<file path="src/rtl/ext_mem_merge.sv">
// Merges N native-bus masters onto one slave port with round-robin or fixed
// priority arbitration, and sequences downstream cache invalidates between transactions.
module ext_mem_merge #(
  parameter int N_MASTERS = 2,
  parameter int ADDR_W    = 32,
  parameter int DATA_W    = 32,
  parameter int PRIO_MODE = 0,
  localparam int SW = DATA_W / 8,
  localparam int IW = $clog2(N_MASTERS)
) (
  input  logic                        clk,
  input  logic                        rst,
  input  logic [N_MASTERS-1:0]        m_valid,
  input  logic [N_MASTERS*ADDR_W-1:0] m_addr,
  input  logic [N_MASTERS*DATA_W-1:0] m_wdata,
  input  logic [N_MASTERS*SW-1:0]     m_wstrb,
  output logic [N_MASTERS*DATA_W-1:0] m_rdata,
  output logic [N_MASTERS-1:0]        m_ready,
  output logic                        s_valid,
  output logic [ADDR_W-1:0]           s_addr,
  output logic [DATA_W-1:0]           s_wdata,
  output logic [SW-1:0]               s_wstrb,
  input  logic [DATA_W-1:0]           s_rdata,
  input  logic                        s_ready,
  input  logic                        inv_req,
  output logic                        inv_o,
  output logic                        inv_busy,
  output logic [1:0]                  dbg_state,
  output logic [IW-1:0]               dbg_grant,
  output logic [IW-1:0]               dbg_rr_ptr
);

  // Handshake: a master raises m_valid and holds its request fields until the
  // single-cycle m_ready pulse; the slave completes a held s_valid with one s_ready pulse.
  typedef enum logic [1:0] {ST_IDLE = 2'd0, ST_BUSY = 2'd1, ST_INV = 2'd2} state_t;

  state_t        r_state;
  logic [IW-1:0] r_grant;
  logic [IW-1:0] r_rr_ptr;
  logic          r_inv_pending;

  logic [2*N_MASTERS-1:0] w_rot;
  logic [IW-1:0]          w_base;
  logic [IW-1:0]          w_win;
  logic [IW:0]            w_sum;
  logic                   w_found;
  logic                   w_busy;
  logic                   w_sel_valid;

  assign w_busy = (r_state == ST_BUSY);

  // Rotate the request vector so the search always starts at bit 0, then map back.
  always_comb begin
    w_base  = (PRIO_MODE != 0) ? '0 : r_rr_ptr;
    w_rot   = {m_valid, m_valid} >> w_base;
    w_found = |m_valid;
    w_sum   = '0;
    for (int k = N_MASTERS - 1; k >= 0; k--) begin
      if (w_rot[k]) w_sum = {1'b0, w_base} + (IW+1)'(k);
    end
    if (w_sum >= (IW+1)'(N_MASTERS)) w_win = IW'(w_sum - (IW+1)'(N_MASTERS));
    else                             w_win = IW'(w_sum);
  end

  always_comb begin
    s_addr      = '0;
    s_wdata     = '0;
    s_wstrb     = '0;
    w_sel_valid = 1'b0;
    m_ready     = '0;
    for (int i = 0; i < N_MASTERS; i++) begin
      if (r_grant == IW'(i)) begin
        s_addr      = m_addr[i*ADDR_W +: ADDR_W];
        s_wdata     = m_wdata[i*DATA_W +: DATA_W];
        s_wstrb     = m_wstrb[i*SW +: SW];
        w_sel_valid = m_valid[i];
        m_ready[i]  = w_busy & s_ready;
      end
    end
  end

  assign s_valid    = w_busy & w_sel_valid;
  assign m_rdata    = {N_MASTERS{s_rdata}};
  assign inv_o      = (r_state == ST_INV);
  assign inv_busy   = r_inv_pending | (r_state == ST_INV);
  assign dbg_state  = r_state;
  assign dbg_grant  = r_grant;
  assign dbg_rr_ptr = r_rr_ptr;

  always_ff @(posedge clk or posedge rst) begin
    if (rst) begin
      r_state       <= ST_IDLE;
      r_grant       <= '0;
      r_rr_ptr      <= '0;
      r_inv_pending <= 1'b0;
    end else begin
      // A request arriving during INV re-arms pending, queuing one more invalidate.
      r_inv_pending <= inv_req | (r_inv_pending & (r_state != ST_INV));
      case (r_state)
        ST_IDLE: begin
          if (r_inv_pending) begin
            r_state <= ST_INV;
          end else if (w_found) begin
            r_grant <= w_win;
            r_state <= ST_BUSY;
          end
        end
        ST_BUSY: begin
          if (s_ready) begin
            r_state <= ST_IDLE;
            if (r_grant == IW'(N_MASTERS - 1)) r_rr_ptr <= '0;
            else                               r_rr_ptr <= r_grant + 1'b1;
          end
        end
        ST_INV:  r_state <= ST_IDLE;
        default: r_state <= ST_IDLE;
      endcase
    end
  end

endmodule

</file>
<file path="config.mk">
export PLATFORM = sky130hd
export DESIGN_NAME = ext_mem_merge
export DESIGN_NICKNAME = d
export VERILOG_FILES = /design/src/rtl/ext_mem_merge.sv
export SDC_FILE = /design/constraint.sdc
export NUM_CORES = 1
export LEC_CHECK = 0
export CELL_PAD_IN_SITES_DETAIL_PLACEMENT = 2
export CELL_PAD_IN_SITES_GLOBAL_PLACEMENT = 2
export CORE_UTILIZATION = 10
export CTS_CLUSTER_DIAMETER = 120
export DETAILED_ROUTE_END_ITERATION = 16
export GPL_TIMING_DRIVEN = 0
export PLACE_DENSITY_LB_ADDON = 0.1
export SYNTH_ARGS = -nofsm -noshare
export SYNTH_HDL_FRONTEND = slang
export SYNTH_SLANG_ARGS = --single-unit
</file>
<file path="constraint.sdc">
create_clock -name clk -period 2.65 [get_ports clk]
set_input_delay 0.795 -clock clk [delete_from_list [all_inputs] [get_ports clk]]
set_output_delay 0.795 -clock clk [all_outputs]
set_load 0.03 [all_outputs]
</file>
==> results.txt, run 1 <==
status: finished clean
Area after DPL: 5000 um^2
row cnt: 49
number of I/O pins: 315
area grow syn2layout: 162%
number of antenna violations at the first check in global routing: 0
Detail Route Antenna Nets: 0
GRT Residual Overflow: 0
syn nets: 340
vias in the first global route: 2561
P per Cell Area: 707 nW/um^2
GRT Util Overall: 10.1%
Finish-stage setup viols: 0
clk sinks: 5
area leader, netlist: mux2_4
share of cells above drive strength 1: 36.9%
clock-pin slew on the worst setup and hold paths: 30 ps
Clock Skew: 1.68 ps
largest net degree at the start of global routing: 11
startpoint class of the critical path: input port
synthesized area: 1890 um^2
Num CTS Buffers: 3
post-route cell area: 4950 um^2
Max transition margin: 77.5%
post-synthesis cell type count: 21
RSZ-0062 raised after global routing: no
minimum clock period: 2620 ps
setup tns final: 0 ps
top cells by area, synth: mux2_4 53%, buf_4 25%, dfrtp_1 6.6%
Root Buffer: clkbuf_16
Routed WL: 10500 um
vias per inst: 3.38
share of flip-flops with an asynchronous set or reset: 100%
Post-DP HPWL: 9480 um
via count: 2303
core area: 18300 um^2
CP max FO: 1
Fin. Hold Viols: 0
period utilisation layout: 98.9%
htree depth: 1
CP arrival: 1820 ps
WP data required: 1860 ps
leakage power: 2.28 nW
Seq/Total Area, Yosys: 6.61%
DRC violations left: 0
Die H: 140 um
TritonRoute pass-1 iters: 4
Slew Viols, Final: 0
Buffers on Ports: 282
fillers: 2063
nets: 627
first-iteration detailed-routing DRC count: 19
Mapped Avg Cell Area: 11.4 um^2
share of Yosys cell area claimed by the top area cell type: 53.1%
slew at the pin with the worst max-slew slack: 337 ps
Hold Crit Class: register to register
TritonCTS clock tree: yes
routability cong.: 0.681
Antenna Cells: 0
Crit. End Element: output pin
Max IR drop VDD: 0.212 mV
Initial Util: 10.4%
#FFs+latches synth: 5
Yosys warning count: 0
Clk Latency, worst-skew pair: 230 ps
drt wl/cell: 15.5 um
first-pass GRT wire length: 15200 um
die area: 19500 um^2
ys flop type: dfrtp_1
critical path start-end classification: input port to output pin
Die X: 140 um
maximum clock frequency: 0.382 GHz
CTS max path bufs: 2
maxcap violations: 0
R2R Setup Slk: 1560 ps
Post-Synthesis Cells: 166
number of flops mapped to enable cells by yosys: 0
state kept, by name (all words and copies together) (netlist names):
| name | flops |
|---|---|
| dbg_state | 2 |
| dbg_grant | 1 |
| dbg_rr_ptr | 1 |
| r_inv_pending | 1 |
cell type report:
| class | count | area, um^2 | area share, % |
|---|---|---|---|
| Timing Repair Buffer | 282 | 2690 | 54.3 |
| Multi-Input combinational cell | 87 | 1140 | 23.0 |
| Buffer | 72 | 627 | 12.7 |
| Tap cell | 229 | 287 | 5.79 |
| Sequential cell | 5 | 125 | 2.53 |
| Clock buffer | 4 | 78.8 | 1.59 |
| Inverter | 2 | 7.51 | 0.152 |
Yosys cell counts, types with 2 or more instances:
cell type and instances:
nor3b_1 2, dfrtp_1 5, nand2b_1 3, inv_1 2, buf_4 64, buf_12 6
a21oi_1 2, mux2_4 67, nor2_1 3
per-layer routing:
metal  part of all wire, %  vias up  GRT usage (%)
met4                  0.26        0           1.04
li1                      -     1076              -
met5                     0        -              0
met2                    56      170           21.2
met3                    11        2           3.82
met1                    32     1055           9.22
where the power goes:
part / internal (mW) / total [mW] / leakage [nW] / switching, mW
Clock: 0.199 / 0.247 / 0.0382 / 0.0482
Sequential: 0.112 / 0.161 / 0.0588 / 0.0494
Combinational: 1.52 / 3.09 / 2.18 / 1.57
Total: 1.83 / 3.50 / 2.28 / 1.67
repair_timing:
action                                  4_1_cts  5_1_grt
pin swaps                                     0        0
endpoints found under the setup margin       71       20
setup buffers                                 0        0
hold buffers                                  0        0
gates resized for setup                      89       40
placed cells by master (no fill, tap or decap), drive strengths merged:
cell type / count
dlymetal6s2s: 1
dfrtp: 5
mux2: 68
a31oi: 1
clkdlybuf4s15: 5
clkbuf: 20
inv: 2
nand2b: 3
nand2: 1
a21o: 1
nor2b: 1
nor3b: 2
nor2: 3
buf: 74
o21ai: 1
clkdlybuf4s50: 210
and3b: 1
mux2i: 1
and2: 1
a21oi: 2
nor3: 1
dlygate4sd2: 48
critical path, stage by stage:
cell	delay, ps
clkdlybuf4s50_1	410
mux2_4	270
clkdlybuf4s15_1	350
cell families after synthesis:
| family | Yosys count | share of synthesized area [%] |
|---|---|---|
| multiplexers | 69 | 54.3 |
| AO/OA/AOI/OAI | 5 | 1.52 |
| flip-flops | 5 | 6.61 |
| AND/OR/NAND/NOR | 13 | 4.10 |
| buffers and inverters | 74 | 33.5 |
metrics by stage:
step	setup WS, ps	hold slack (ps)	instances	power, mW	utilization [%]
after detailed placement	-503	547	677	3.55	27.4
after floorplan	272	500	166	2.36	-
after CTS	-184	564	681	3.59	27.3
after global placement	-491	542	677	3.55	27.4
final	30.4	562	681	3.50	27.1
after global routing	1.01	598	681	3.68	27.1
worst paths after layout:
path | depth (start not counted) | endpoint | startpoint
setup reg to reg | 3 | dbg_grant | dbg_state[0]
hold reg to reg | 1 | r_inv_pending | r_inv_pending
setup / recovery | 3 | s_addr[6] | m_addr[6]
max in group asynchronous | 2 | dbg_state[0] | rst
hold / removal | 1 | r_inv_pending | r_inv_pending
min in group asynchronous | 2 | r_inv_pending | rst
Power figures use the tool's default switching activity.
==> run 2, diff against run 1 <==
--- a/config.mk
+++ b/config.mk
@@ -5,12 +5,12 @@
 export SDC_FILE = /design/constraint.sdc
 export NUM_CORES = 1
 export LEC_CHECK = 0
+export ABC_AREA = 0
 export CELL_PAD_IN_SITES_DETAIL_PLACEMENT = 2
 export CELL_PAD_IN_SITES_GLOBAL_PLACEMENT = 2
 export CORE_UTILIZATION = 10
 export CTS_CLUSTER_DIAMETER = 120
 export DETAILED_ROUTE_END_ITERATION = 16
-export GPL_TIMING_DRIVEN = 0
 export PLACE_DENSITY_LB_ADDON = 0.1
 export SYNTH_ARGS = -nofsm -noshare
 export SYNTH_HDL_FRONTEND = slang
==> results.txt, run 2 (synthesis results as in run 1) <==
status: finished clean (unchanged)
critical path start-end classification: input port to output pin (unchanged)
slew at the pin with the worst max-slew slack: 317 ps (was 337 ps)
WP data required: 1860 ps (about the same)
maxcap violations: 0 (unchanged)
Largest register FFs: 2 (unchanged)
CP Launch Point: m_addr[10] (was m_addr[6])
Seq pwr share: 5.7% (was 4.6%)
drt wl/cell: 16.3 um (was 15.5 um)
minimum clock period: 2620 ps (about the same)
row cnt: 49 (unchanged)
TritonCTS clock tree: yes (unchanged)
Internal: 1.90 mW (was 1.83 mW)
CP arrival: 1820 ps (about the same)
largest net degree at the start of global routing: 21 (was 11)
FF/Latch Area: 129 um^2 (was 125 um^2)
Max IR drop VDD: 0.278 mV (was 0.212 mV)
die area: 19500 um^2 (unchanged)
Net Sw Power: 1.57 mW (was 1.67 mW)
post-route cell area: 4050 um^2 (was 4950 um^2)
worst hold slack: 542 ps (was 562 ps)
Num CTS Buffers: 3 (unchanged)
DRC violations left: 0 (unchanged)
Worst Setup EP: s_addr[10] (was s_addr[6])
Clock power frac: 7.2% (was 7.1%)
Slew Viols, Final: 0 (unchanged)
Crit. End Element: output pin (unchanged)
Initial Util: 10.4% (unchanged)
TritonRoute pass-1 iters: 4 (unchanged)
Routed WL: 9130 um (was 10500 um)
via count: 1814 (was 2303)
post-CTS setup buffer count: 0 (unchanged)
clk sinks: 5 (unchanged)
maximum clock frequency: 0.382 GHz (about the same)
CP cell instances: clkdlybuf4s50_1 -> mux2_4 -> dlygate4sd2_1 (was clkdlybuf4s50_1 -> mux2_4 -> clkdlybuf4s15_1)
vias per inst: 3.24 (was 3.38)
vias in the first global route: 1954 (was 2561)
area grow syn2layout: 114% (was 162%)
Hold Crit Class: register to register (unchanged)
Clk Latency, worst-skew pair: 230 ps (about the same)
R2R Setup Slk: 1400 ps (was 1560 ps)
setup tns final: 0 ps (unchanged)
CTS max path bufs: 2 (unchanged)
startpoint class of the critical path: input port (unchanged)
sw frac: 45.3% (was 47.7%)
delay-heaviest family, CP: buffers and inverters (unchanged)
share of cells above drive strength 1: 39.6% (was 36.9%)
CP Depth: 3 (unchanged)
Max transition margin: 78.8% (was 77.5%)
reg2reg path depth: 4 (was 3)
Buf/Inv on CP: 2 (unchanged)
Detail Route Antenna Nets: 0 (unchanged)
Multi-input gate area: 1140 um^2 (about the same)
Buffers on Ports: 218 (was 282)
Die H: 140 um (unchanged)
leakage power: 1.81 nW (was 2.28 nW)
GRT Residual Overflow: 0 (unchanged)
worst reg2reg startpoint: dbg_grant (was dbg_state[0])
first-iteration detailed-routing DRC count: 29 (was 19)
logic gate share of total power: 87.0% (was 88.3%)
Critical Path Max Stage Delay: 400 ps (was 410 ps)
number of I/O pins: 315 (unchanged)
nets: 506 (was 627)
first-pass GRT wire length: 13000 um (was 15200 um)
core area: 18300 um^2 (unchanged)
commonest non-fill, non-tap cell in the layout: clkdlybuf4s50_1 (unchanged)
# hold bufs at CTS: 0 (unchanged)
clock-pin slew on the worst setup and hold paths: 40 ps (was 30 ps)
Fin. Hold Viols: 0 (unchanged)
number of antenna violations at the first check in global routing: 0 (unchanged)
Die X: 140 um (unchanged)
P per Cell Area: 858 nW/um^2 (was 707 nW/um^2)
routability cong.: 0.645 (was 0.681)
Antenna Cells: 0 (unchanged)
Critical-path top delay cell: clkdlybuf4s50_1 (unchanged)
commonest non-fill, non-tap cells in the layout: 147 x clkdlybuf4s50_1, 67 x mux2_4, 35 x buf_4, 29 x dlygate4sd2_1, 20 x buf_12 (was 210 x clkdlybuf4s50_1, 67 x mux2_4, 66 x buf_4, 48 x dlygate4sd2_1, 15 x clkbuf_2)
htree depth: 1 (unchanged)
Finish-stage setup viols: 0 (unchanged)
Clock Skew: 2.75 ps (was 1.68 ps)
period utilisation layout: 98.8% (was 98.9%)
RSZ-0062 raised after global routing: no (unchanged)
CP max FO: 1 (unchanged)
fillers: 2044 (was 2063)
Reg-to-Reg End: dbg_rr_ptr (was dbg_grant)
GRT Util Overall: 8.82% (was 10.1%)
Root Buffer: clkbuf_16 (unchanged)
Area after DPL: 4000 um^2 (was 5000 um^2)
Post-DP HPWL: 8060 um (was 9480 um)
## run 2: cell types whose count changed in the layout (fill, tap and decap cells not counted), sizes merged
| cell | previous run | this run |
|---|---|---|
| dlymetal6s2s | 1 | 0 |
| dlygate4sd2 | 48 | 29 |
| clkbuf | 20 | 4 |
| clkdlybuf4s50 | 210 | 147 |
| clkdlybuf4s15 | 5 | 1 |
| buf | 74 | 55 |
| clkinv | 0 | 1 |
## run 2: tightest hold or removal path, stage by stage, from the launching register on
cell     delay [ps]
dfrtp_1         370
nor2_1           60
nor2_1           80
## run 2: final cells by class
cell class	count	area share, %
clock buffers	3	1.85
clock inverters	1	0.124
inverters	2	0.185
multi-input cells	87	28.2
flip-flops and latches	5	3.18
well taps	229	7.08
repair buffers	233	59.4
## run 2: power groups by stage
| stage | Combinational, mW | Clock (mW) | Sequential (mW) |
|---|---|---|---|
| finish | 3.02 | 0.251 | 0.199 |
| floorplan | 2.15 | 0 | 0.205 |
| global route | 3.17 | 0.262 | 0.217 |
| detailed placement | 3.18 | 0 | 0.211 |
| CTS | 3.08 | 0.257 | 0.212 |
| global placement | 3.18 | 0 | 0.208 |
## run 2: per-stage QoR
step           worst slack (ps)  utilization [%]  power, mW  cells
2_1_floorplan               272                -       2.36    166
3_3_place_gp               -223             21.9       3.38    556
3_5_place_dp               -227             21.9       3.39    556
4_1_cts                    18.3             22.1       3.55    560
5_1_grt                  0.0677             22.2       3.65    560
6_report                   31.2             22.2       3.47    560
## run 2: how the worst min path moves through the flow
stage | startpoint | to | slack, ps | depth (start not counted)
6_report | dbg_rr_ptr | dbg_rr_ptr | 540 | 2
5_1_grt | dbg_state[1] | dbg_state[0] | 600 | 1
4_1_cts | dbg_rr_ptr | dbg_rr_ptr | 560 | 2
3_5_place_dp | dbg_rr_ptr | dbg_rr_ptr | 550 | 2
3_3_place_gp | dbg_rr_ptr | dbg_rr_ptr | 550 | 2
2_1_floorplan | r_inv_pending | r_inv_pending | 500 | 1
## run 2: layer usage
layer  vias up  track usage [%]  wire, um
met2       139             15.5      4370
met3        13             3.41      1020
met5         -                0         0
met4         0             1.10        44
met1       827             10.4      3700
li1        835                -         -
## run 2: what timing repair did
action	in CTS	in global routing
pin swaps	0	0
setup endpoints to repair	32	3
gates resized for setup	32	4
cloned	0	0
==> run 3, diff against run 2 <==
--- a/config.mk
+++ b/config.mk
@@ -12,6 +12,7 @@
 export CTS_CLUSTER_DIAMETER = 120
 export DETAILED_ROUTE_END_ITERATION = 16
 export PLACE_DENSITY_LB_ADDON = 0.1
+export SKIP_CTS_REPAIR_TIMING = 1
 export SYNTH_ARGS = -nofsm -noshare
 export SYNTH_HDL_FRONTEND = slang
 export SYNTH_SLANG_ARGS = --single-unit
==> constraint.sdc (replaced) <==
create_clock -name clk -period 2.65 [get_ports clk]
set_input_delay 0.3975 -clock clk [delete_from_list [all_inputs] [get_ports clk]]
set_output_delay 0.3975 -clock clk [all_outputs]
set_load 0.03 [all_outputs]
==> results.txt, run 3 (synthesis results as in run 1) <==
status: finished clean (unchanged)
commonest non-fill, non-tap cell in the layout: clkdlybuf4s50_1 (unchanged)
core area: 18300 um^2 (unchanged)
Root Buffer: clkbuf_16 (unchanged)
TritonRoute pass-1 iters: 4 (unchanged)
startpoint class of the critical path: register (was input port)
clock-pin slew on the worst setup and hold paths: 30 ps (was 40 ps)
CP arrival: 2080 ps (was 1820 ps)
Max IR drop VDD: 0.256 mV (was 0.278 mV)
Largest register FFs: 2 (unchanged)
placed cell count: 545 (was 556)
Hold Crit Class: input port to async pin (was register to register)
minimum clock period: 2480 ps (was 2620 ps)
maxcap violations: 0 (unchanged)
clk sinks: 5 (unchanged)
Max transition margin: 72.8% (was 78.8%)
row cnt: 49 (unchanged)
post-route cell area: 3860 um^2 (was 4050 um^2)
number of I/O pins: 315 (unchanged)
first-pass GRT wire length: 13200 um (was 13000 um)
CP max FO: 32 (was 1)
Finish-stage setup viols: 0 (unchanged)
RSZ-0062 raised after global routing: no (unchanged)
nets: 495 (was 506)
post-route insts no fill: 550 (was 560)
Clock Skew: 0.759 ps (was 2.75 ps)
Initial Util: 10.4% (unchanged)
pre-CTS setup slack: 318 ps (was -227 ps)
Slew Viols, Final: 0 (unchanged)
total power: 3.30 mW (was 3.47 mW)
Num CTS Buffers: 3 (unchanged)
leakage power: 1.59 nW (was 1.81 nW)
drt wl/cell: 16.6 um (was 16.3 um)
share of cells above drive strength 1: 24.1% (was 39.6%)
TritonCTS clock tree: yes (unchanged)
GRT Util Overall: 8.94% (was 8.82%)
CTS max path bufs: 2 (unchanged)
period utilisation layout: 93.7% (was 98.8%)
WP data required: 2250 ps (was 1860 ps)
Clk Latency, worst-skew pair: 220 ps (was 230 ps)
die area: 19500 um^2 (unchanged)
Post-DP HPWL: 8050 um (was 8060 um)
largest net degree at the start of global routing: 33 (was 21)
vias per inst: 3.24 (about the same)
first-iteration detailed-routing DRC count: 19 (was 29)
Crit. End Element: output pin (unchanged)
area grow syn2layout: 104% (was 114%)
worst setup margin: 168 ps (was 31.2 ps)
Detail Route Antenna Nets: 0 (unchanged)
commonest non-fill, non-tap cells in the layout: 218 x clkdlybuf4s50_1, 67 x mux2_4, 4 x dfrtp_1 (was 147 x clkdlybuf4s50_1, 67 x mux2_4, 35 x buf_4, 29 x dlygate4sd2_1, 20 x buf_12)
htree depth: 1 (unchanged)
number of antenna violations at the first check in global routing: 3 (was 0)
Die H: 140 um (unchanged)
Fin. Hold Viols: 0 (unchanged)
DRC violations left: 0 (unchanged)
P per Cell Area: 853 nW/um^2 (was 858 nW/um^2)
setup tns final: 0 ps (unchanged)
Buffers on Ports: 218 (unchanged)
critical path start-end classification: register to output pin (was input port to output pin)
GRT Residual Overflow: 0 (unchanged)
vias in the first global route: 1915 (was 1954)
Die X: 140 um (unchanged)
Routed WL: 9150 um (was 9130 um)
slew at the pin with the worst max-slew slack: 407 ps (was 317 ps)
maximum clock frequency: 0.403 GHz (was 0.382 GHz)
via count: 1780 (was 1814)
routability cong.: 0.642 (was 0.645)
Area after DPL: 3780 um^2 (was 4000 um^2)
==> run 3: area by class of cell <==
class / instances / area, um^2
antenna: 1 / 2.50
clock buffer: 4 / 78.8
fill: 2049 / 14400
inverter: 2 / 7.51
multi-input combinational: 87 / 1130
sequential: 5 / 129
tap: 229 / 287
timing repair buffer: 222 / 2220
==> run 3: report_power, final <==
part | internal, mW | switching, mW | total (mW)
clock | 0.199 | 0.0462 | 0.245
combinational | 1.47 | 1.36 | 2.83
sequential | 0.117 | 0.103 | 0.220
total | 1.78 | 1.51 | 3.30
==> run 3: worst paths after layout <==
check / slack (ps) / cells after the start / start / end
max in group asynchronous: 2030 / 2 / rst / dbg_grant
setup / recovery: 170 / 3 / dbg_grant / s_addr[1]
hold / removal: 410 / 2 / rst / dbg_grant
min in group clk: 580 / 1 / r_inv_pending / r_inv_pending
hold reg to reg: 580 / 1 / r_inv_pending / r_inv_pending
setup reg to reg: 1480 / 3 / dbg_grant / dbg_rr_ptr
==> run 3: per-stage QoR <==
stage / util [%] / hold WS, ps
final: 21.1 / 409
after global routing: 21.1 / 434
after CTS: 21.1 / 418
after detailed placement: 20.7 / 575
after global placement: 20.7 / 548
after floorplan: - / 176
==> run 3: per-layer routing <==
layer / up-vias / global-route usage [%] / part of all wire [%]
met5: - / 0 / 0.098
met4: 2 / 1.27 / 0.78
met3: 15 / 4.23 / 13
met2: 139 / 15.3 / 46
met1: 808 / 10.3 / 40
li1: 816 / - / -
==> run 3: critical path, cell delays in order (launching register included) <==
cell	delay (ps)
dfrtp_4	580
buf_12	300
mux2_2	370
clkdlybuf4s50_1	590
